[config.mk]
export PLATFORM = sky130hd
export DESIGN_NAME = cipher_byte_streamer_flat
export DESIGN_NICKNAME = d
export VERILOG_FILES = /design/src/rtl/cipher_byte_streamer_if.sv /design/src/rtl/cipher_byte_streamer.sv /design/src/flat_wrapper.sv
export SDC_FILE = /design/constraint.sdc
export NUM_CORES = 1
export LEC_CHECK = 0
export CORE_MARGIN = 2
export CORE_UTILIZATION = 53
export DETAILED_ROUTE_END_ITERATION = 16
export DONT_BUFFER_PORTS = 1
export PLACE_DENSITY_LB_ADDON = 0.25
export SLEW_MARGIN = 20
export SYNTH_ARGS = -nofsm -noshare
export SYNTH_HDL_FRONTEND = slang
export SYNTH_SLANG_ARGS = --single-unit
[constraint.sdc]
create_clock -name iClk -period 17.3 [get_ports iClk]
set_input_delay 0.865 -clock iClk [delete_from_list [all_inputs] [get_ports iClk]]
set_output_delay 0.865 -clock iClk [all_outputs]
set_load 0.01 [all_outputs]
[src/rtl/cipher_byte_streamer_if.sv]
// Byte-stream interface for cipher_byte_streamer.
//   iEncrypt_done : encryptor completion flag (pulse or level)
//   iCiphertext   : full ciphertext word, sampled on the capture cycle
//   iReady        : sink ready for the current byte
//   oData         : current byte (ciphertext byte or CRC trailer)
//   oValid        : oData is valid
//   oFirst        : marks ciphertext byte 0
//   oLast         : marks the CRC trailer byte
//   oBusy         : a frame is in progress
//   oOverrun      : sticky, a completion edge arrived while busy
// master = streamer side, slave = host/sink side.
interface cipher_byte_streamer_if #(
  parameter int MSG_SIZE = 512
);
  logic                iEncrypt_done;
  logic [MSG_SIZE-1:0] iCiphertext;
  logic                iReady;
  logic [7:0]          oData;
  logic                oValid;
  logic                oFirst;
  logic                oLast;
  logic                oBusy;
  logic                oOverrun;

  modport master (
    input  iEncrypt_done, iCiphertext, iReady,
    output oData, oValid, oFirst, oLast, oBusy, oOverrun
  );

  modport slave (
    output iEncrypt_done, iCiphertext, iReady,
    input  oData, oValid, oFirst, oLast, oBusy, oOverrun
  );
endinterface

[src/rtl/cipher_byte_streamer.sv]
// cipher_byte_streamer
// Captures the ciphertext on a rising edge of the encryptor's done flag and
// streams it MSB byte first over a valid/ready handshake, followed by one
// CRC-8 trailer byte (init 0x00, MSB-first, no reflection, no final XOR).
// Ports:
//   iClk : system clock, rising edge
//   iRst : synchronous active-high reset
//   bus  : cipher_byte_streamer_if.master (done/ciphertext/ready in,
//          data/valid/first/last/busy/overrun out)
// All outputs come straight from flops.
module cipher_byte_streamer #(
  parameter int         MSG_SIZE = 512,
  parameter logic [7:0] CRC_POLY = 8'h07
) (
  input logic                      iClk,
  input logic                      iRst,
  cipher_byte_streamer_if.master   bus
);

  localparam int NBYTES = MSG_SIZE / 8;
  localparam int CNT_W  = $clog2(NBYTES) + 1;
  localparam logic [CNT_W-1:0] LAST_IDX = CNT_W'(NBYTES - 1);

  typedef enum logic [1:0] {S_IDLE, S_DATA, S_CRC} state_t;

  function automatic logic [7:0] crc8(input logic [7:0] c, input logic [7:0] d);
    logic [7:0] r;
    logic       fb;
    r = c;
    for (int i = 7; i >= 0; i--) begin
      fb = r[7] ^ d[i];
      r  = {r[6:0], 1'b0} ^ (fb ? CRC_POLY : 8'h00);
    end
    return r;
  endfunction

  state_t              state_q, state_n;
  logic [CNT_W-1:0]    cnt_q, cnt_n;
  logic [7:0]          crc_q, crc_n;
  logic [MSG_SIZE-1:0] shadow_q, shadow_n;
  logic                done_q;
  logic                block_q;
  logic                overrun_q;
  logic [7:0]          data_q, data_n;
  logic                valid_q, valid_n;
  logic                first_q, first_n;
  logic                last_q, last_n;
  logic                busy_q, busy_n;
  logic                trigger;
  logic                accept;

  // block_q suppresses a done level that was already high while in reset;
  // it clears once done is seen low.
  assign trigger = bus.iEncrypt_done & ~done_q & ~block_q;
  assign accept  = valid_q & bus.iReady;

  // State / control registers
  always_ff @(posedge iClk) begin
    if (iRst) begin
      state_q   <= S_IDLE;
      cnt_q     <= '0;
      crc_q     <= '0;
      done_q    <= 1'b0;
      block_q   <= bus.iEncrypt_done;
      overrun_q <= 1'b0;
      data_q    <= '0;
      valid_q   <= 1'b0;
      first_q   <= 1'b0;
      last_q    <= 1'b0;
      busy_q    <= 1'b0;
    end else begin
      state_q <= state_n;
      cnt_q   <= cnt_n;
      crc_q   <= crc_n;
      done_q  <= bus.iEncrypt_done;
      if (!bus.iEncrypt_done) block_q <= 1'b0;
      if (trigger && busy_q) overrun_q <= 1'b1;
      data_q  <= data_n;
      valid_q <= valid_n;
      first_q <= first_n;
      last_q  <= last_n;
      busy_q  <= busy_n;
    end
  end

  // Ciphertext shadow: data only, no reset needed
  always_ff @(posedge iClk) begin
    shadow_q <= shadow_n;
  end

  // Next-state logic; the shadow shifts left one byte per accepted byte so the
  // next byte to send is always at the top.
  always_comb begin
    state_n  = state_q;
    cnt_n    = cnt_q;
    crc_n    = crc_q;
    shadow_n = shadow_q;
    case (state_q)
      S_IDLE: begin
        if (trigger) begin
          state_n  = S_DATA;
          cnt_n    = '0;
          crc_n    = '0;
          shadow_n = bus.iCiphertext;
        end
      end
      S_DATA: begin
        if (accept) begin
          crc_n    = crc8(crc_q, data_q);
          cnt_n    = cnt_q + CNT_W'(1);
          shadow_n = shadow_q << 8;
          if (cnt_q == LAST_IDX) state_n = S_CRC;
        end
      end
      S_CRC: begin
        if (accept) state_n = S_IDLE;
      end
      default: state_n = S_IDLE;
    endcase
  end

  // Output logic: next values of the registered outputs
  always_comb begin
    data_n  = data_q;
    valid_n = valid_q;
    first_n = first_q;
    last_n  = last_q;
    busy_n  = busy_q;
    case (state_q)
      S_IDLE: begin
        if (trigger) begin
          data_n  = bus.iCiphertext[MSG_SIZE-1 -: 8];
          valid_n = 1'b1;
          first_n = 1'b1;
          last_n  = 1'b0;
          busy_n  = 1'b1;
        end
      end
      S_DATA: begin
        if (accept) begin
          first_n = 1'b0;
          if (cnt_q == LAST_IDX) begin
            data_n = crc_n;
            last_n = 1'b1;
          end else begin
            data_n = shadow_n[MSG_SIZE-1 -: 8];
          end
        end
      end
      S_CRC: begin
        if (accept) begin
          data_n  = '0;
          valid_n = 1'b0;
          last_n  = 1'b0;
          busy_n  = 1'b0;
        end
      end
      default: begin
        data_n  = '0;
        valid_n = 1'b0;
        first_n = 1'b0;
        last_n  = 1'b0;
        busy_n  = 1'b0;
      end
    endcase
  end

  assign bus.oData    = data_q;
  assign bus.oValid   = valid_q;
  assign bus.oFirst   = first_q;
  assign bus.oLast    = last_q;
  assign bus.oBusy    = busy_q;
  assign bus.oOverrun = overrun_q;

endmodule
[src/flat_wrapper.sv]
// flat-port wrapper written by rule: the top's interface ports become plain ports
module cipher_byte_streamer_flat 
#(
  parameter int         MSG_SIZE = 512,
  parameter logic [7:0] CRC_POLY = 8'h07
)
  (iClk, iRst, bus_iEncrypt_done, bus_iCiphertext, bus_iReady, bus_oData, bus_oValid, bus_oFirst, bus_oLast, bus_oBusy, bus_oOverrun);
  cipher_byte_streamer_if #(.MSG_SIZE(MSG_SIZE)) bus_i ();
  input logic iClk;
  input logic iRst;
  input wire logic [$bits(bus_i.iEncrypt_done)-1:0] bus_iEncrypt_done;
  input wire logic [$bits(bus_i.iCiphertext)-1:0] bus_iCiphertext;
  input wire logic [$bits(bus_i.iReady)-1:0] bus_iReady;
  output wire logic [$bits(bus_i.oData)-1:0] bus_oData;
  output wire logic [$bits(bus_i.oValid)-1:0] bus_oValid;
  output wire logic [$bits(bus_i.oFirst)-1:0] bus_oFirst;
  output wire logic [$bits(bus_i.oLast)-1:0] bus_oLast;
  output wire logic [$bits(bus_i.oBusy)-1:0] bus_oBusy;
  output wire logic [$bits(bus_i.oOverrun)-1:0] bus_oOverrun;
  assign bus_i.iEncrypt_done = bus_iEncrypt_done;
  assign bus_i.iCiphertext = bus_iCiphertext;
  assign bus_i.iReady = bus_iReady;
  assign bus_oData = bus_i.oData;
  assign bus_oValid = bus_i.oValid;
  assign bus_oFirst = bus_i.oFirst;
  assign bus_oLast = bus_i.oLast;
  assign bus_oBusy = bus_i.oBusy;
  assign bus_oOverrun = bus_i.oOverrun;
  cipher_byte_streamer #(.MSG_SIZE(MSG_SIZE), .CRC_POLY(CRC_POLY)) u_core (.iClk(iClk), .iRst(iRst), .bus(bus_i));
endmodule
=== Word-level counts from Yosys, hierarchy flattened ===
Cells that the tools add are included.

* Bits in registers: 543
* Input port bits: 516
* Output and inout bits: 13
* Logic and storage cells: 89

* $add $sub $neg: 1
* Eq/ne operators: 8
* Mux-type cells: 37
* Bitwise logic cells: 23
* Reduce and logical (&&, ||, !) cells: 8

{| class="wikitable"
|+ Operator list
! cell !! number
|-
| 512-bit two-way mux || 2
|-
| 512-bit one-hot mux with 2 select lines || 1
|-
| 8-bit XOR || 8
|-
| 8-bit two-way mux || 6
|-
| 3-bit two-way mux || 8
|-
| 8-bit one-hot mux with 3 select lines || 1
|-
| 8-bit one-hot mux with 2 select lines || 1
|-
| 7-bit two-way mux || 2
|-
| 7-bit one-hot mux with 2 select lines || 1
|-
| 3-bit AND reduction || 4
|-
| 1-bit one-hot mux with 3 select lines || 3
|-
| 2-bit two-way mux || 4
|-
| 2-bit by 1-bit != test with 1-bit output, second input constant || 4
|-
| 1-bit XOR || 8
|-
| 7-bit by 1-bit adder with 7-bit output, second input constant || 1
|-
| 7-bit by 6-bit == test with 1-bit output, second input constant || 1
|-
| 1-bit two-way mux || 7
|-
| 2-bit one-hot mux with 3 select lines || 1
|-
| 1-bit inverter || 4
|-
| 4-bit AND reduction || 1
|-
| 1-bit bitwise AND || 3
|-
| 2-bit by 1-bit == test with 1-bit output, second input constant || 1
|-
| 2-bit == test, second input constant || 1
|-
| 2-bit logical NOT || 1
|-
| 3 further kinds || 3
|}

=== Logic depth before layout (Yosys ltp) ===
Gate-level depths: netlist of the first run.

* Depth in word-level cells: 29
* Depth in mapped cells: 8
* Mapped depth without buffers: 6

=== Worst setup path before layout of the first run ===
No wires, ideal clock.

* Kind: in2reg
* Start point: input bus_iEncrypt_done
* End point: register u_core.data_q[5] (netlist: u_core.bus.oData[5])
* Setup time: 0.086 ns
* Arrival time: 7.825 ns
* Required time: 17.214 ns
* Setup slack: 9.389 ns
* Stages: 6
* Buffers on the path: 0
* Path through: nor3b_2 -> a21oi_4 -> inv_2 -> o221a_1 -> a221oi_1 -> a211oi_1

* Word-level cells in the longest chain between the ends: 7
* Elaborated cells between the ends (all ways): 11
* Classes of those cells: 1 x eq/ne; 7 x mux; 2 x bitwise; 1 x reduce/logical

{| class="wikitable"
|+ Ends and longest elaborated chain
! element !! RTL line !! text
|-
| from (decl) || flat_wrapper.sv:11 || <nowiki>input wire logic [$bits(bus_i.iEncrypt_done)-1:0] bus_iEncrypt_done;</nowiki>
|-
| 1-bit bitwise AND (2 in series) || cipher_byte_streamer.sv:54 || <nowiki>assign trigger = bus.iEncrypt_done & ~done_q & ~block_q;</nowiki>
|-
| 512-bit two-way mux || cipher_byte_streamer.sv:100 || <nowiki>if (trigger) begin</nowiki>
|-
| 512-bit one-hot mux with 2 select lines || cipher_byte_streamer.sv:98 || <nowiki>case (state_q)</nowiki>
|-
| via u_core.shadow_n[509] || cipher_byte_streamer.sv:40 || <nowiki>logic [MSG_SIZE-1:0] shadow_q, shadow_n;</nowiki>
|-
| 8-bit two-way mux || cipher_byte_streamer.sv:142 || <nowiki>if (cnt_q == LAST_IDX) begin</nowiki>
|-
| 8-bit two-way mux || cipher_byte_streamer.sv:140 || <nowiki>if (accept) begin</nowiki>
|-
| 8-bit one-hot mux with 3 select lines || cipher_byte_streamer.sv:129 || <nowiki>case (state_q)</nowiki>
|-
| to (signal assigned) || cipher_byte_streamer.sv:78 || <nowiki>data_q <= data_n;</nowiki>
|-
| to (decl) || cipher_byte_streamer.sv:44 || <nowiki>logic [7:0] data_q, data_n;</nowiki>
|}

The timed path passes the listed nets, and every way through them passes these cells. The select of a mux whose other input is x is not followed.
A chain may end at the register's enable or synchronous reset.

=== Worst setup path after layout of the first run ===
* Start point: register u_core.state_q[0]
* End point: register u_core.shadow_q[178] (enable)

* Word-level cells in the longest chain between the ends: 3
* Elaborated cells between the ends (all ways): 6
* Classes of those cells: 3 x eq/ne; 3 x reduce/logical

{| class="wikitable"
|+ Ends and longest elaborated chain
! element !! RTL line !! text
|-
| from (decl) || cipher_byte_streamer.sv:37 || <nowiki>state_t state_q, state_n;</nowiki>
|-
| from (signal assigned) || cipher_byte_streamer.sv:72 || <nowiki>state_q <= state_n;</nowiki>
|-
| 2-bit by 1-bit == test with 1-bit output / 2-bit logical NOT (equally long branches) || cipher_byte_streamer.sv:98 ||
|-
| 2-bit by 1-bit != test with 1-bit output (no source line) / 2-bit nonzero test (equally long branches) || - ||
|-
| 3-bit AND reduction (no source line) (*) || - ||
|-
| to (signal assigned) || cipher_byte_streamer.sv:88 || <nowiki>shadow_q <= shadow_n;</nowiki>
|-
| to (decl) || cipher_byte_streamer.sv:40 ||
|}

Mark *: on every way between the ends. The rest lies on a longest branch, timed or not.

==> results.cfg, run 1 <==
[pwr]
irDropWorstVdd_mv = 0.0864
sequentialPowerShare_pct = 53.7
p_int_uw = 2290
swShare_pct = 21.9
p_switching_uw = 643
leakage_uw = 0.00849
p_per_area_nw_per_um2 = 121
total_power_uw = 2930
pwr-share-clk_pct = 39.9
combPwrFrac_pct = 6.4

[yosys]
synth-edff-count = 505
synth_nets = 1870
synth-seq-cells = 542
synth_ff_type = edfxtp_1
ys_types = 50
syn_avg_cell_area_um2 = 16.5
yosysWarnings = 0
synthArstFlopShare_pct = 0
ys_seq_area_share_pct = 71.1
synth_cells = 1353
netlist_area_um2 = 22400

[worst_setup_path]
reg2reg_slack_ps = 12220
crit_path_max_fanout = 133
crit_required_ps = 17510
r2r_end = u_core.shadow_q[178]
cp-end-kind = register
startpoint_type = register
crit_arrival_ps = 5290
rr_worst_depth = 5
crit_type = register to register
r2r-start = u_core.state_q[0]

[hold_path]
holdPathEnd = u_core.crc_q[5]
min_from = iRst
min_path_cells = 1
hold_class = input port to register

[place]
gp_congestion = 0.844
port_buffers = 0
place_ws_ps = 12100
dpl.hpwl_um = 34300
dp_cells = 1780

[route]
vias_per_cell = 6.65
drt_first_pass_iters = 5
avgRoutedWirePerCell_um = 27.9
drt_iter0_drc = 1386
drc_errors = 0
dr_total_vias = 12540
postRouteWirelength_um = 52700
ant_nets = 0

[grt]
antenna_found_initial = 3
grt_pass1_vias = 12162
grt_use_total_pct = 22.9
overflow = 0
grt_pass1_wl_um = 75300
grt_max_degree = 242

[finish]
syn2layout_area_growth_pct = 8.34
ff_latch_area_um2 = 15900
nNetsFinal = 1817
final_cell_mix = edfxtp_1 (505), a22o_1 (496), clkbuf_16 (55), dfxtp_1 (37), nor2_1 (23)
layout-drive-gt1-share_pct = 7.88
utilization_pct = 58.0
final_common_cell = edfxtp_1
multi_input_area_um2 = 5680
fin_cells = 1886
nFillCells = 3151

[timing]
period_needed_ps = 5080
finClkSkew_ps = 29.4
timing.fmax_mhz = 197
rsz0062_at_grt = no
final.setup.tns_ps = 0
worstMarginPinSlew_ps = 1120
hold_violations = 0
slew_headroom_pct = 25.5
setup_violations = 0
setup_ws_ps = 12220
fin_crit_sh_pct = 29.4
slew_viol_final = 0

[clock_network]
clk_pin_slew_worst_paths_ps = 70
clk_latency_ps = 600
cts_sinks = 542
htree_levels = 2
numCtsBuffers = 55
ctsResizeCount = 0
post_cts_buffers = 0
clockRootBuffer = clkbuf_16
cts_hold_buf = 0
cts.path.max_buffers = 3
cts_tree = done

[die]
die_area_um2 = 43800
die_width_um = 209
initial_utilization_pct = 53.5
rows = 75
die_h_um = 209
coreArea_um2 = 41800
io_pins = 529

[outcome]
status = finished, final reports clean

[job]
cap_violations = 0
[routing by layer]
metal / vias up / wire length, um / GRT usage (%)
li1: 5550 / - / -
met4: 2 / 1660 / 8.05
met5: - / 13 / 0
met3: 97 / 5640 / 8.72
met2: 556 / 25300 / 36.8
met1: 6335 / 20100 / 28.4
[cells by family (layout without fill, tap and decap cells)]
family / Yosys count / after routing / share of synthesized area (%)
DFF: 542 / 542 / 71.1
buffers and inverters: 129 / 121 / 3.49
adders and majority gates: 1 / 1 / 0.0560
muxes: 4 / 4 / 0.179
xor gates and xnor gates: 27 / 27 / 1.56
and+or+nand+nor: 97 / 97 / 2.38
AOI/OAI and AO/OA: 553 / 553 / 21.2
other: 0 / 2 / 0
[worst max-delay path, cell delays in order (launching register included)]
cell and delay [ps]:
dfxtp_1 680, and4b_4 1040, a21oi_4 220, inv_8 640, buf_4 900, buf_4 940
[worst max path at each step]
stage	slack (ps)	depth (start not counted)	startpoint	to
floorplan	9390	6	bus_iEncrypt_done	u_core.bus.oData[5]
global placement	12190	5	bus_iReady	u_core.shadow_q[174]
detailed placement	12100	5	bus_iReady	u_core.shadow_q[181]
CTS	12190	5	u_core.state_q[0]	u_core.shadow_q[249]
global route	11800	5	u_core.state_q[0]	u_core.shadow_q[257]
finish	12220	5	u_core.state_q[0]	u_core.shadow_q[178]
[layout make-up]
cell class                 instances  area share (%)
clock buffer                      68            5.88
clock inverter                    34            1.40
sequential                       542            65.7
timing repair buffer              14           0.702
multi-input combinational        682            23.4
inverter                           5           0.108
tap                              539            2.78
antenna                            2          0.0207
[power groups by stage]
stage / sequential (uW) / combinational [uW] / clock (uW)
after floorplan: 1610 / 159 / 0
after global placement: 1600 / 179 / 0
after detailed placement: 1600 / 183 / 0
after CTS: 1580 / 185 / 1190
after global routing: 1580 / 203 / 1240
final: 1580 / 187 / 1170
[through the flow]
step | hold WS, ps | area (um^2)
4_1_cts | 316 | 24200
6_report | 361 | 24200
3_3_place_gp | 454 | 22400
2_1_floorplan | 430 | 22400
3_5_place_dp | 456 | 22400
5_1_grt | 325 | 24200
[registers in the layout, indices dropped and copies added (netlist names)]
register and cells:
u_core.state_q 2, u_core.bus.oData 8, u_core.bus.oValid 1, u_core.cnt_q 7, u_core.bus.oOverrun 1, u_core.done_q 1
u_core.bus.oFirst 1, u_core.block_q 1, u_core.crc_q 8, u_core.shadow_q 512
[cells in the mapped netlist (3+ instances only)]
cell,number,area (um^2)
and2_1,11,68.8
a221o_1,5,50.1
nand2_1,16,60.1
nor2_1,23,86.3
xor2_1,7,61.3
buf_6,3,33.8
dfxtp_1,37,741
o21ai_0,10,50.1
nand3_1,3,15.0
a211oi_1,11,82.6
or3_1,4,25.0
buf_2,57,285
clkbuf_1,8,30.0
inv_1,4,15.0
a22o_1,496,4340
edfxtp_1,505,15200
and3_1,10,62.6
a221oi_1,4,35.0
nand2b_1,7,43.8
nor3_1,10,50.1
xnor2_1,11,96.3
a21oi_1,15,75.1
buf_4,54,405
xnor3_1,7,158
mux2i_1,4,40.0
No activity file was read; power rests on OpenSTA's default activity.
==> run 2, diff against run 1 <==
Clock period 17.3 ns to 5.3 ns, I/O delays scaled along.
==> run 2 against run 1 <==
  * The run now fails in 4_1_cts
  * Area after synthesis did not move
  * Synthesized cell count did not move
==> results.cfg, run 2 <==
[yosys]
synth_most_common_cell = edfxtp_1
yosysWarnings = 0
ys_types = 50
synthArstFlopShare_pct = 0
syn_avg_cell_area_um2 = 16.5
ys_top_cells_by_area = edfxtp_1 (68%), a22o_1 (19%), dfxtp_1 (3.3%)
synth-edff-count = 505
yosys.area.top_type_share_pct = 67.8
synth_common_cells = edfxtp_1 (505), a22o_1 (496), buf_2 (57), buf_4 (54), dfxtp_1 (37)
synth_ff_type = edfxtp_1
synth-seq-cells = 542
synth_nets = 1870
synth_cells = 1353
yosysTopAreaCell = edfxtp_1
netlist_area_um2 = 22400
ys_seq_area_share_pct = 71.1

[clock_network]
ctsResizeCount = 0
clockRootBuffer = clkbuf_16
numCtsBuffers = 55
htree_levels = 2
cts_hold_buf = 378
cts.path.max_buffers = 3
post_cts_buffers = 0
cts_sinks = 542

[die]
io_pins = 529
rows = 75
initial_utilization_pct = 53.5
die_width_um = 209
die_h_um = 209

[outcome]
stop_stage = 4_1_cts
error = [ERROR RSZ-0060] Max buffer count reached.
status = aborted with a tool error

[place]
dp_cells = 1780
dpl.hpwl_um = 33400
port_buffers = 0
gp_congestion = 0.842
place_ws_ps = 2050
-- run 2: cells by family after synthesis --
| kind of cell | synth area share (%) |
|---|---|
| xor+xnor | 1.56 |
| buf+inv | 3.49 |
| simple gates | 2.38 |
| fa+ha+maj | 0.0560 |
| compound gates | 21.2 |
| mux | 0.179 |
| flops | 71.1 |
-- run 2: stage by stage --
stage | hold WS, ps | area [um^2] | utilization (%)
detailed placement | 359 | 22500 | 53.8
global placement | 356 | 22500 | 53.8
floorplan | 428 | 22400 | -
==> run 3, diff against run 2 <==
Settings changed: CORE_UTILIZATION 53 to 38, PLACE_DENSITY_LB_ADDON 0.25 to 0.15.
==> run 3 against run 2 <==
  * The flow again stops in 4_1_cts
  * Synthesized cell count unchanged
  * Area after synthesis unchanged
==> results.cfg, run 3 <==
[outcome]
stop_stage = 4_1_cts
error = [ERROR RSZ-0060] Max buffer count reached.
status = aborted with a tool error

[yosys]
yosysWarnings = 0
ys_seq_area_share_pct = 71.1
synth_ff_type = edfxtp_1
synth_cells = 1353
synth_common_cells = edfxtp_1 (505), a22o_1 (496), buf_2 (57), buf_4 (54), dfxtp_1 (37)
yosysTopAreaCell = edfxtp_1
yosys.area.top_type_share_pct = 67.8
syn_avg_cell_area_um2 = 16.5
synth-seq-cells = 542
ys_types = 50
synthArstFlopShare_pct = 0
synth-edff-count = 505
synth_most_common_cell = edfxtp_1
netlist_area_um2 = 22400
synth_nets = 1870
ys_top_cells_by_area = edfxtp_1 (68%), a22o_1 (19%), dfxtp_1 (3.3%)

[clock_network]
ctsResizeCount = 0
htree_levels = 2
clockRootBuffer = clkbuf_16
numCtsBuffers = 58
post_cts_buffers = 0
cts_hold_buf = 425
cts_sinks = 542
cts.path.max_buffers = 3

[die]
io_pins = 529
rows = 88
initial_utilization_pct = 38.6
die_width_um = 247
die_h_um = 247

[place]
port_buffers = 0
gp_congestion = 0.818
dpl.hpwl_um = 37200
run 3: cell counts after synthesis:
No cell type changed its count.
run 3: cell families after synthesis:
logic type | after synthesis | share of synthesized area [%]
flip-flops | 542 | 71.1
adder cells (fa/ha/maj) | 1 | 0.0560
AND/OR/NAND/NOR | 97 | 2.38
buffers and inverters | 129 | 3.49
multiplexers | 4 | 0.179
XOR/XNOR | 27 | 1.56
AO/OA/AOI/OAI | 553 | 21.2
run 3: through the flow:
| step | instances | instance area (um^2) | utilization [%] | setup slack [ps] | hold slack, ps |
|---|---|---|---|---|---|
| after floorplan | 1353 | 22400 | - | 261 | 428 |
| after global placement | 2015 | 22800 | 39.4 | 1900 | 357 |
| after detailed placement | 2015 | 22800 | 39.4 | 1850 | 363 |
